<file path="config.mk">
export PLATFORM = sky130hd
export DESIGN_NAME = nemu_packet_source
export DESIGN_NICKNAME = d
export VERILOG_FILES = /design/src/rtl/nemu_packet_source.sv
export SDC_FILE = /design/constraint.sdc
export NUM_CORES = 1
export LEC_CHECK = 0
export CAP_MARGIN = 30
export CORE_ASPECT_RATIO = 0.8
export CORE_MARGIN = 2
export CORE_UTILIZATION = 55
export CTS_CLUSTER_DIAMETER = 60
export DETAILED_ROUTE_END_ITERATION = 7
export HOLD_SLACK_MARGIN = 0.02
export PLACE_DENSITY = 0.86
export SLEW_MARGIN = 25
export SYNTH_ARGS = -nofsm -noshare
export SYNTH_HDL_FRONTEND = slang
export SYNTH_SLANG_ARGS = --single-unit
</file>
<file path="constraint.sdc">
create_clock -name i_clk -period 13 [get_ports i_clk]
set_input_delay 3.25 -clock i_clk [delete_from_list [all_inputs] [get_ports i_clk]]
set_output_delay 3.25 -clock i_clk [all_outputs]
set_load 0.1 [all_outputs]
</file>
<file path="src/rtl/nemu_packet_source.sv">
// Per-node traffic generator. It creates Bernoulli-rate packets to random
// destinations other than this node, queues them in a small source FIFO and
// injects them into the network under one-cycle-lookahead backpressure.

package nemu_pkg;
  typedef struct packed {
    logic        valid;
    logic [7:0]  source;
    logic [7:0]  dest;
    logic [31:0] data;
  } packet_t;
endpackage

module nemu_packet_source
  import nemu_pkg::*;
#(
  parameter int unsigned NODE_ID    = 0,
  parameter int unsigned PORTS      = 4,
  parameter int unsigned FIFO_DEPTH = 8,
  parameter logic [15:0] LFSR_SEED  = 16'hACE1
) (
  input  logic        i_clk,
  input  logic        reset_n,
  input  logic        i_enable,
  input  logic [7:0]  i_rate,
  input  logic [15:0] i_pkt_limit,
  input  logic [31:0] i_timestamp,
  input  logic        i_net_full,
  output packet_t     o_pkt_tx,
  output logic        o_busy,
  output logic [31:0] o_gen_count,
  output logic [31:0] o_tx_count,
  output logic [15:0] o_drop_count,
  output logic        o_fifo_error
);

  localparam int unsigned AW     = $clog2(FIFO_DEPTH);
  localparam logic [15:0] SEED   = (LFSR_SEED == 16'h0000) ? 16'hACE1 : LFSR_SEED;
  localparam logic [7:0]  PORTS_B = 8'(PORTS);
  localparam logic [7:0]  NODE_B  = 8'(NODE_ID);
  localparam logic [7:0]  NEXT_B  = 8'((NODE_ID + 1) % PORTS);

  typedef enum logic [1:0] {IDLE, RUN, DRAIN} state_t;

  state_t      state;
  logic [15:0] lfsr;
  logic        lfsr_fb;
  packet_t     mem [FIFO_DEPTH];
  logic [AW:0] wr_ptr, rd_ptr;
  logic        fifo_empty, fifo_full;
  logic        under_limit, limit_hit;
  logic        gen, pop, push, drop;
  logic [7:0]  dest_raw, dest;
  packet_t     new_pkt;

  assign lfsr_fb    = lfsr[15] ^ lfsr[13] ^ lfsr[12] ^ lfsr[10];
  assign fifo_empty = (wr_ptr == rd_ptr);
  assign fifo_full  = (wr_ptr[AW] != rd_ptr[AW]) && (wr_ptr[AW-1:0] == rd_ptr[AW-1:0]);

  // A non-zero limit stops generation once it is reached; the FSM leaves RUN
  // in the same cycle as the final generate.
  assign under_limit = (i_pkt_limit == 16'd0) || (o_gen_count < {16'd0, i_pkt_limit});
  assign limit_hit   = (i_pkt_limit != 16'd0) &&
                       ((o_gen_count + {31'd0, gen}) >= {16'd0, i_pkt_limit});

  assign gen  = (state == RUN) && i_enable && under_limit && (lfsr[7:0] < i_rate);
  // Pop only reads stored entries, so an empty queue never forwards a
  // same-cycle push.
  assign pop  = !fifo_empty && !i_net_full;
  assign push = gen && (!fifo_full || pop);
  assign drop = gen && fifo_full && !pop;

  assign dest_raw = lfsr[15:8] % PORTS_B;
  assign o_busy   = (state != IDLE);

  // Build the candidate packet; a destination equal to this node is remapped.
  // NOTE: every always_comb output gets a default first so no latch is inferred.
  always_comb begin
    dest = dest_raw;
    if (dest_raw == NODE_B) dest = NEXT_B;
    new_pkt        = '0;
    new_pkt.valid  = 1'b1;
    new_pkt.source = NODE_B;
    new_pkt.dest   = dest;
    new_pkt.data   = i_timestamp;
  end

  // Run-control FSM, LFSR and the statistics counters.
  // NOTE: sequential state uses non-blocking assignments so every register
  // samples pre-edge values regardless of statement order.
  always_ff @(posedge i_clk or negedge reset_n) begin
    if (!reset_n) begin
      state        <= IDLE;
      lfsr         <= SEED;
      o_gen_count  <= '0;
      o_tx_count   <= '0;
      o_drop_count <= '0;
      o_fifo_error <= 1'b0;
    end else begin
      unique case (state)
        IDLE:    if (i_enable) state <= RUN;
        RUN:     if (!i_enable || limit_hit) state <= DRAIN;
        DRAIN:   if (fifo_empty && !pop) state <= IDLE;
        default: state <= IDLE;
      endcase

      if (state == RUN) lfsr <= {lfsr[14:0], lfsr_fb};

      if (state == IDLE && i_enable) begin
        o_gen_count  <= '0;
        o_tx_count   <= '0;
        o_drop_count <= '0;
        o_fifo_error <= 1'b0;
      end else begin
        if (gen) o_gen_count <= o_gen_count + 32'd1;
        if (pop) o_tx_count  <= o_tx_count + 32'd1;
        if (drop) begin
          if (o_drop_count != 16'hFFFF) o_drop_count <= o_drop_count + 16'd1;
          o_fifo_error <= 1'b1;
        end
      end
    end
  end

  // Source-queue pointers; the extra MSB tells full from empty.
  always_ff @(posedge i_clk or negedge reset_n) begin
    if (!reset_n) begin
      wr_ptr <= '0;
      rd_ptr <= '0;
    end else begin
      if (push) wr_ptr <= wr_ptr + 1'b1;
      if (pop)  rd_ptr <= rd_ptr + 1'b1;
    end
  end

  // Source-queue storage.
  // NOTE: storage is not reset; the pointers alone define which entries are live.
  always_ff @(posedge i_clk) begin
    if (push) mem[wr_ptr[AW-1:0]] <= new_pkt;
  end

  // Network output register; only valid drops when nothing is popped.
  always_ff @(posedge i_clk or negedge reset_n) begin
    if (!reset_n) begin
      o_pkt_tx <= '0;
    end else if (pop) begin
      o_pkt_tx <= mem[rd_ptr[AW-1:0]];
    end else begin
      o_pkt_tx.valid <= 1'b0;
    end
  end

endmodule

</file>
==> impl_metrics.env <==
export IMPL_arrival_ps=8750
export IMPL_drc_errors=0
export IMPL_min_path_type="register to register"
export IMPL_ir_drop_mv=0.229
export IMPL_syn_area_um2=18400
export IMPL_status="completed"
export IMPL_synthArstFlopShare=0.343
export IMPL_dp_cells=1843
export IMPL_critical_path_slowest_cell="or4_1"
export IMPL_first_iter_violations=1285
export IMPL_core_area_um2=32800
export IMPL_worstSetupEndpointType="register"
export IMPL_start_util=0.562
export IMPL_dieArea_um2=35000
export IMPL_worstSetupStartpointType="primary input"
export IMPL_wl_per_cell_um=22.5
export IMPL_path_cells="clkdlybuf4s50_1, inv_1, ha_1, a21o_1, a21o_1, a211oi_2, o311ai_1, nand2_4, nand2_1, clkinv_1, ha_1, ha_1, nand4_1, nor3_1, xor2_1, ha_1, a21oi_1, o22ai_1, a2111oi_0, a211o_1, nand4_1, or4_1, nand3_1, nand3_1"
export IMPL_reg2reg_depth=19
export IMPL_layout_min_cycle_time_ps=8360
export IMPL_ys_flop_type="edfxtp_1"
export IMPL_rsz0062_at_grt="false"
export IMPL_syn_area_per_cell_um2=14.3
export IMPL_finalHoldViolations=0
export IMPL_drt_first_pass_iters=7
export IMPL_setup_tns_final_ps=0
export IMPL_area_delta_synth_final_pct=19.2
export IMPL_setup_viol=0
export IMPL_cts_sinks=414
export IMPL_yosysWarnings=0
export IMPL_stdcell_count=1918
export IMPL_pwr_share_comb=0.342
export IMPL_tightest_slew_ps=1060
export IMPL_die_h_um=168
export IMPL_cts_root_buf="clkbuf_16"
export IMPL_cts_buffer_depth=3
export IMPL_synthCells=1290
export IMPL_ant_nets=0
export IMPL_nNetsFinal=1564
export IMPL_vias=11718
export IMPL_slew_limit_headroom=0.293
export IMPL_seqPwrFrac=0.393
export IMPL_cp_top_family="simple AND/OR/NAND/NOR gates"
export IMPL_crit_fanout=9
export IMPL_port_buffers=176
export IMPL_slew_violations=0
export IMPL_cts_buffers=40
export IMPL_clock_skew_ps=31.2
export IMPL_period_share=0.643
export IMPL_cap_violations=0
export IMPL_grt_max_degree=77
export IMPL_antenna_found_initial=2
export IMPL_yosysSeqAreaShare=0.637
export IMPL_drive_above_1_share=0.136
export IMPL_p_per_area_nw_per_um2=197
export IMPL_ios=191
export IMPL_fmax_mhz=120
export IMPL_tritoncts="done"
export IMPL_die_w_um=209
export IMPL_clkPwrFrac=0.265
export IMPL_worstPathRequired_ps=13390
export IMPL_swShare=0.366
export IMPL_ys_types=63
export IMPL_worst_path_most_repeated_cell="ha_1"
export IMPL_clkTransAtPathRegs_ps=60
export IMPL_setup_worst_path_class="primary input to register"
export IMPL_power_switching_uw=1580
export IMPL_synth_edf_count=272
export IMPL_hold_depth=1
export IMPL_synth_seq_cells=414
export IMPL_dp_hpwl_um=25300
export IMPL_max_stage_delay_ps=530
export IMPL_h_tree_depth=2
export IMPL_grt_use_total=0.248
export IMPL_p_leak_uw=0.00810
export IMPL_grt_pass1_vias=11824
export IMPL_postCtsSetupBuffers=0
export IMPL_gp_congestion=0.916
export IMPL_overflow=0
export IMPL_grt_pass1_wl_um=67500
export IMPL_clock_latency_ps=560
export IMPL_wl_um=43100
export IMPL_hold_buffers=0
export IMPL_crit_cells=24
export IMPL_finish_utilization=0.670
export IMPL_whs_ps=504
export IMPL_intPower_uw=2730
export IMPL_cp_buffers_inverters=3
export IMPL_via_per_inst=6.11
export IMPL_num_rows=59
export IMPL_cts_resized_gates=0
[through the flow]
step / total power (uW) / area (um^2) / setup slack, ps
after floorplan: 2790 / 18500 / 4370
after global placement: 3110 / 20500 / 4430
after detailed placement: 3180 / 20600 / 4210
after CTS: 4330 / 21900 / 4750
after global routing: 4480 / 21900 / 4190
final: 4310 / 21900 / 4640
[cell usage after synthesis, drive strengths merged (2+ instances only)]
library cell	count	area [um^2]
a21o	9	67.6
o31ai	8	60.1
or2	6	37.5
nor2	104	390
edfxtp	272	8170
nor3	17	85.1
nand2	51	199
o21ai	28	140
nand4	40	265
xor2	44	385
xnor2	31	272
o21a	2	15.0
dfstp	8	210
o211ai	3	22.5
nand2b	10	62.6
o311ai	2	17.5
o41ai	2	17.5
a2111oi	2	17.5
nor2b	2	12.5
or3	21	131
and3	16	100
mux2i	36	360
clkbuf	32	121
a31oi	2	27.5
a21oi	79	395
nor4	17	125
and2	11	68.8
or4	18	135
a211o	2	17.5
a31o	2	17.5
buf	48	274
nand3	46	240
and4	8	70.1
mux4	68	1530
ha	45	563
mux2	17	191
inv	33	124
dfrtp	134	3350
[power groups by stage]
stage / Combinational [uW] / Clock, uW / Sequential (uW)
global placement: 1390 / 0 / 1710
floorplan: 693 / 0 / 2090
finish: 1480 / 1140 / 1700
detailed placement: 1460 / 0 / 1720
global route: 1550 / 1210 / 1720
CTS: 1470 / 1160 / 1700
[sequential cells by signal (all words and copies together) (netlist names)]
| name | cells |
|---|---|
| o_fifo_error | 1 |
| o_drop_count | 16 |
| wr_ptr | 4 |
| state | 2 |
| mem | 272 |
| o_tx_count | 32 |
| o_gen_count | 32 |
| o_pkt_tx | 35 |
| rd_ptr | 4 |
| lfsr | 16 |
[worst paths after layout]
path                                       from           to  slack (ps)
worst max register to register         state[0]     state[1]        7250
min in group asynchronous               reset_n  o_pkt_tx[3]        2740
max in group asynchronous               reset_n    rd_ptr[2]        9000
worst min register to register        rd_ptr[3]    rd_ptr[3]         500
worst min-delay path                  rd_ptr[3]    rd_ptr[3]         500
worst max-delay path            i_pkt_limit[13]     state[1]        4640
[logic make-up (layout without fill, tap and decap cells)]
| kind of cell | Yosys count | in the layout | share of synthesized area |
|---|---|---|---|
| other | 1 | 15 | 0.000204 |
| flip-flops | 414 | 414 | 0.637 |
| multiplexers | 121 | 121 | 0.113 |
| buffers and inverters | 114 | 301 | 0.0284 |
| XOR/XNOR | 75 | 75 | 0.0357 |
| adder cells (fa/ha/maj) | 45 | 45 | 0.0306 |
| AO/OA/AOI/OAI | 151 | 151 | 0.0494 |
| AND/OR/NAND/NOR | 369 | 369 | 0.105 |
[cell type report]
| type | count | area, um^2 |
|---|---|---|
| sequential | 414 | 11700 |
| fill | 2233 | 10800 |
| multi-input combinational | 775 | 6270 |
| timing repair buffer | 194 | 1980 |
| clock buffer | 54 | 1100 |
| tap | 427 | 534 |
| clock inverter | 19 | 190 |
| inverter | 34 | 128 |
| antenna | 1 | 2.50 |
[metal layers]
| layer | global-route usage | routed length, um | vias to the layer above | share of wire |
|---|---|---|---|---|
| met2 | 0.406 | 21000 | 514 | 0.49 |
| li1 | - | - | 5201 | - |
| met5 | 0 | 11 | - | 0.00025 |
| met4 | 0.0599 | 749 | 2 | 0.017 |
| met3 | 0.0503 | 3500 | 71 | 0.081 |
| met1 | 0.347 | 17800 | 5930 | 0.41 |
[cells in the final DEF (no fill, tap or decap), types with 13 or more instances in the layout]
master / Yosys / routed
edfxtp_1: 272 / 272
nor3_1: 17 / 13
nand4_1: 39 / 39
buf_4: 16 / 13
a21oi_1: 79 / 79
ha_1: 45 / 45
nor2_1: 104 / 100
clkbuf_16: 0 / 41
nor4_1: 14 / 13
clkdlybuf4s50_1: 0 / 175
dfrtp_1: 134 / 131
mux2i_1: 36 / 36
nand3_1: 44 / 44
mux2_2: 17 / 17
conb_1: 1 / 14
xnor2_1: 31 / 31
xor2_1: 44 / 44
or4_1: 18 / 18
mux4_2: 68 / 68
or3_1: 21 / 21
nand2_1: 50 / 50
inv_1: 33 / 33
and3_1: 16 / 16
o21ai_0: 26 / 26
No activity file was read; power rests on OpenSTA's default activity.
